File: config.mk
export PLATFORM = sky130hd
export DESIGN_NAME = btn_debounce
export DESIGN_NICKNAME = d
export VERILOG_FILES = /design/src/rtl/btn_debounce.sv
export SDC_FILE = /design/constraint.sdc
export NUM_CORES = 1
export LEC_CHECK = 0
export CELL_PAD_IN_SITES_DETAIL_PLACEMENT = 2
export CELL_PAD_IN_SITES_GLOBAL_PLACEMENT = 2
export CORE_ASPECT_RATIO = 0.8
export CORE_UTILIZATION = 40
export CTS_BUF_LIST = sky130_fd_sc_hd__clkbuf_2 sky130_fd_sc_hd__clkbuf_4 sky130_fd_sc_hd__clkbuf_8
export DETAILED_ROUTE_END_ITERATION = 16
export HOLD_SLACK_MARGIN = 0.02
export PLACE_DENSITY_LB_ADDON = 0.1
export SLEW_MARGIN = 5
export SYNTH_ARGS = -nofsm -noshare
export SYNTH_HDL_FRONTEND = slang
export SYNTH_SLANG_ARGS = --single-unit
File: constraint.sdc
create_clock -name clk_in -period 2.63 [get_ports clk_in]
set_input_delay 0.526 -clock clk_in [delete_from_list [all_inputs] [get_ports clk_in]]
set_output_delay 0.526 -clock clk_in [all_outputs]
set_load 0.03 [all_outputs]
File: src/rtl/btn_debounce.sv
// Two-channel button debouncer (pause/start and stopwatch reset) with one-cycle press strobes.
// Define BTN_LONGPRESS_EN to add a long-press strobe per channel; otherwise the long outputs tie to 0.
module btn_debounce #(
  parameter int unsigned DEBOUNCE_CYCLES = 10,
  parameter int unsigned LONG_CYCLES     = 2000
) (
  input  logic clk_in,
  input  logic sys_rst_n_in,
  input  logic ps_in,
  input  logic rst_in,
  output logic ps_pulse_out,
  output logic rst_pulse_out,
  output logic ps_level_out,
  output logic rst_level_out,
  output logic ps_long_out,
  output logic rst_long_out
);

  localparam int unsigned MaxCycles = (DEBOUNCE_CYCLES > LONG_CYCLES) ? DEBOUNCE_CYCLES
                                                                      : LONG_CYCLES;
  localparam int unsigned CntW = $clog2(MaxCycles + 1);

  typedef logic [CntW-1:0] cnt_t;
  typedef enum logic [1:0] {StIdle, StPressChk, StPressed, StReleaseChk} state_e;

  localparam cnt_t DebMax  = cnt_t'(DEBOUNCE_CYCLES);
  localparam cnt_t CntOne  = cnt_t'(1);
  localparam cnt_t CntFull = {CntW{1'b1}};

  function automatic cnt_t sat_inc(cnt_t c);
    return (c == CntFull) ? c : c + CntOne;
  endfunction

  logic [1:0] raw;
  logic [1:0] pulse;
  logic [1:0] level;
  logic [1:0] long_pulse;

  assign raw = {rst_in, ps_in};

  for (genvar ch = 0; ch < 2; ch++) begin : g_ch
    logic [1:0] sync_q;
    logic       synced;
    state_e     state_q;
    cnt_t       cnt_q;
    logic       pulse_q;
    logic       level_q;

    assign synced = sync_q[1];

    always_ff @(posedge clk_in or negedge sys_rst_n_in) begin
      if (!sys_rst_n_in) begin
        sync_q  <= '0;
        state_q <= StIdle;
        cnt_q   <= '0;
        pulse_q <= 1'b0;
        level_q <= 1'b0;
      end else begin
        sync_q  <= {sync_q[0], raw[ch]};
        pulse_q <= 1'b0;
        case (state_q)
          StIdle: begin
            if (!synced) begin
              cnt_q <= '0;
            end else if (DebMax <= CntOne) begin
              state_q <= StPressed;
              pulse_q <= 1'b1;
              level_q <= 1'b1;
              cnt_q   <= '0;
            end else begin
              state_q <= StPressChk;
              cnt_q   <= CntOne;
            end
          end
          StPressChk: begin
            if (!synced) begin
              state_q <= StIdle;
              cnt_q   <= '0;
            end else if (cnt_q >= DebMax - CntOne) begin
              // This sample is the DEBOUNCE_CYCLES-th consecutive high.
              state_q <= StPressed;
              pulse_q <= 1'b1;
              level_q <= 1'b1;
              cnt_q   <= '0;
            end else begin
              cnt_q <= sat_inc(cnt_q);
            end
          end
          StPressed: begin
            if (!synced) begin
              if (DebMax <= CntOne) begin
                state_q <= StIdle;
                level_q <= 1'b0;
                cnt_q   <= '0;
              end else begin
                state_q <= StReleaseChk;
                cnt_q   <= CntOne;
              end
            end
          end
          StReleaseChk: begin
            if (synced) begin
              state_q <= StPressed;
              cnt_q   <= '0;
            end else if (cnt_q >= DebMax - CntOne) begin
              state_q <= StIdle;
              level_q <= 1'b0;
              cnt_q   <= '0;
            end else begin
              cnt_q <= sat_inc(cnt_q);
            end
          end
          default: begin
            state_q <= StIdle;
            cnt_q   <= '0;
          end
        endcase
      end
    end

    assign pulse[ch] = pulse_q;
    assign level[ch] = level_q;

`ifdef BTN_LONGPRESS_EN
    localparam cnt_t LongMax = cnt_t'(LONG_CYCLES);
    cnt_t long_q;
    logic long_pulse_q;

    // Counts synced-high samples while accepted; release-check glitches pause it, never clear it.
    always_ff @(posedge clk_in or negedge sys_rst_n_in) begin
      if (!sys_rst_n_in) begin
        long_q       <= '0;
        long_pulse_q <= 1'b0;
      end else begin
        long_pulse_q <= 1'b0;
        if (state_q == StIdle || state_q == StPressChk) begin
          long_q <= '0;
        end else if (synced && long_q < LongMax) begin
          long_q <= sat_inc(long_q);
          if (long_q == LongMax - CntOne) begin
            long_pulse_q <= 1'b1;
          end
        end
      end
    end

    assign long_pulse[ch] = long_pulse_q;
`else
    assign long_pulse[ch] = 1'b0;
`endif
  end

  assign ps_pulse_out  = pulse[0];
  assign rst_pulse_out = pulse[1];
  assign ps_level_out  = level[0];
  assign rst_level_out = level[1];
  assign ps_long_out   = long_pulse[0];
  assign rst_long_out  = long_pulse[1];

endmodule

==> out/metrics.csv <==
stage,metric,value,unit
run_status,outcome,finished clean,
routing,wl,3600,um
cells_and_area,layout-drive-gt1-share,11.0,%
global_routing,met3_usage,5.22,%
floorplan,rows,20,
yosys,ys_ff_latch,34,
global_routing,grt_max_degree,35,
floorplan,start_util,41.6,%
critical_path,cp.required,2.82,ns
yosys,netlist_top_cells_area,"dfrtp_1 (54%), ha_1 (3.2%), a21oi_1 (2.8%)",
global_routing,top_usage_layer,met2,
power_and_ir_drop,powerDensity,548,nW/um^2
yosys,synth_top_area_share,53.7,%
critical_path,endpoint_kind,flip-flop,
yosys,avgSynthCellArea,10.8,um^2
clock_network,postCtsHoldBufs,0,
yosys,yosys.area.top_type,dfrtp_1,
placed_design,place_ws,0.510,ns
sta,max_freq,0.465,GHz
placed_design,post-place-cells,203,
critical_path,worst-setup-path-type,flip-flop to flip-flop,
clock_network,clock_latency,0.29,ns
sta,finalCritPeriodShare,81.8,%
floorplan,die-area,4220,um^2
cells_and_area,area_growth,11.8,%
floorplan,die-width,72.4,um
floorplan,die_y,58.3,um
cells_and_area,final_util,46.6,%
global_routing,grt_usage,20.5,%
global_routing,use_met2,31.5,%
sta,worst_pin_slew,0.658,ns
sta,rsz0062_at_grt,no,
routing,wire_per_inst,17.2,um
routing,first_iter_violations,42,
cells_and_area,finalNonFillerCells,209,
critical_path,worstPathArrival,2.34,ns
clock_network,clockBufferDepth,2,
sta,relSlewSlack,55.7,%
clock_network,cts_root_buffer,clkbuf_8,
routing,dr.pass1.iters,4,
global_routing,gr-total-overflow,0,
yosys,async_flop_share,100,%
yosys,synth_ff_type,dfrtp_1,
sta,finalHoldViolations,0,
sta,fin_ws,0.479,ns
flow_run,cap_viol_max_count,0,
power_and_ir_drop,ir_drop,0.346,mV
sta,slew_viol_final,0,
routing,num_vias,1154,
floorplan,fp.coreArea,3800,um^2
cells_and_area,diodes,0,
floorplan,io-pin-count,10,
yosys,synth_edf_count,0,
global_routing,grt_pass1_wl,6340,um
sta,post-route-min-period,2.15,ns
clock_network,cts_resized,0,
placed_design,io_buffers,7,
yosys,yosysWarningCount,0,
clock_network,numCtsBuffers,5,
yosys,synth_cell_types,47,
global_routing,grt_pass1_vias,1223,
routing,viasPerCell,5.52,
yosys,synth_area,1580,um^2
routing,drc,0,
yosys,ys_seq_area_share,53.7,%
placed_design,place.gp.congestion,0.749,
clock_network,htree_levels,2,
sta,holdWs,0.347,ns
routing,ant_nets,0,
placed_design,dpl.hpwl,2570,um
clock_network,cts_setup_buffers,0,
clock_network,cts.sinks,34,
clock_network,cts_tree,done,
sta,setup_viol,0,
global_routing,antenna_found_initial,0,
cells_and_area,fin_nets,163,
worst_hold_path,hold_path.class,flip-flop to flip-flop,
critical_path,path_max_fanout,7,
sta,setup_tns,0,ns
power_and_ir_drop,power.leakage,0.796,nW
clock_network,path_clk_slew,0.06,ns
critical_path,startpoint_type,flip-flop,
global_routing,grt_use_met1,27.9,%
yosys,synth_cells,147,
sta,fin_worst_skew,0.00798,ns
[cell type report]
class	instances	area (um^2)
Inverter	6	22.5
Fill cell	411	2030
Tap cell	55	68.8
Clock buffer	6	82.6
Timing Repair Buffer	8	77.6
Sequential cell	34	851
Multi-Input combinational cell	100	669
[Yosys cell counts (2+ instances only)]
master / count
a21oi_1: 9
a311oi_1: 2
a31oi_1: 4
and2_1: 6
and2b_2: 2
and3_1: 5
and3b_1: 2
and4_1: 3
buf_4: 4
clkbuf_1: 4
dfrtp_1: 34
ha_1: 4
inv_1: 6
nand2_1: 7
nand4_1: 6
nor2_1: 12
nor2b_1: 2
nor3_1: 2
nor4b_1: 2
o21ai_0: 2
xnor2_1: 3
[registers in the layout, summed over array words and instances (netlist names), named ones only]
name,count
g_ch.cnt_q,22
g_ch.state_q,2
g_ch.sync_q,4
ps_level_out,1
ps_pulse_out,1
rst_level_out,1
rst_pulse_out,1
[per-layer routing]
| metal | wire, um | vias to the layer above |
|---|---|---|
| li1 | - | 540 |
| met1 | 1750 | 596 |
| met2 | 1690 | 12 |
| met3 | 97 | 6 |
| met4 | 49 | 0 |
| met5 | 0 | - |
[cell families (layout without fill, tap and decap cells)]
family | Yosys count | in the layout | synth area share, %
multiplexers | 1 | 1 | 0.711
other | 1 | 2 | 0.237
buffers and inverters | 14 | 20 | 4.27
flip-flops | 34 | 34 | 53.7
adder cells (fa/ha/maj) | 4 | 4 | 3.16
AO/OA/AOI/OAI | 32 | 32 | 14.5
XOR/XNOR | 3 | 3 | 1.66
AND/OR/NAND/NOR | 58 | 58 | 21.7
[path summary, 6_finish.rpt]
path	start	cells past startpoint	slack, ns	end
hold reg to reg	g_ch[0].sync_q[0]	0	0.35	g_ch[0].sync_q[1]
min in group asynchronous	sys_rst_n_in	2	0.64	g_ch[1].cnt_q[5]
max in group asynchronous	sys_rst_n_in	2	1.67	g_ch[0].cnt_q[2]
hold / removal	g_ch[0].sync_q[0]	0	0.35	g_ch[0].sync_q[1]
setup reg to reg	g_ch[0].cnt_q[0]	5	0.48	g_ch[0].cnt_q[2]
setup / recovery	g_ch[0].cnt_q[0]	5	0.48	g_ch[0].cnt_q[2]
[where the power goes]
group          switching [mW]  total, mW  internal [mW]
combinational          0.0272     0.0457         0.0185
sequential             0.0127      0.544          0.532
clock                   0.180      0.382          0.202
[through the flow]
step | power [mW] | cell area, um^2
2_1_floorplan | 0.580 | 1590
3_3_place_gp | 0.597 | 1690
3_5_place_dp | 0.601 | 1690
4_1_cts | 0.983 | 1770
5_1_grt | 1.01 | 1770
6_report | 0.972 | 1770
[cells in the final DEF, fill, tap and decap left out, types with 2 or more instances in the layout]
cell	n
a21oi_1	9
a311oi_1	2
a31oi_1	4
and2_1	6
and2b_2	2
and3_1	5
and3b_1	2
and4_1	3
clkbuf_8	6
clkdlybuf4s50_1	7
conb_1	2
dfrtp_1	34
ha_1	4
inv_1	6
nand2_1	7
nand4_1	6
nor2_1	12
nor2b_1	2
nor3_1	2
nor4b_1	2
o21ai_0	2
xnor2_1	3
[worst max-delay path, stage by stage, from the launching register on]
cell	delay (ns)
dfrtp_1	0.45
ha_1	0.23
o41a_2	0.41
or3b_1	0.42
a311o_2	0.33
a21oi_1	0.22
No activity file was read; power rests on OpenSTA's default activity.
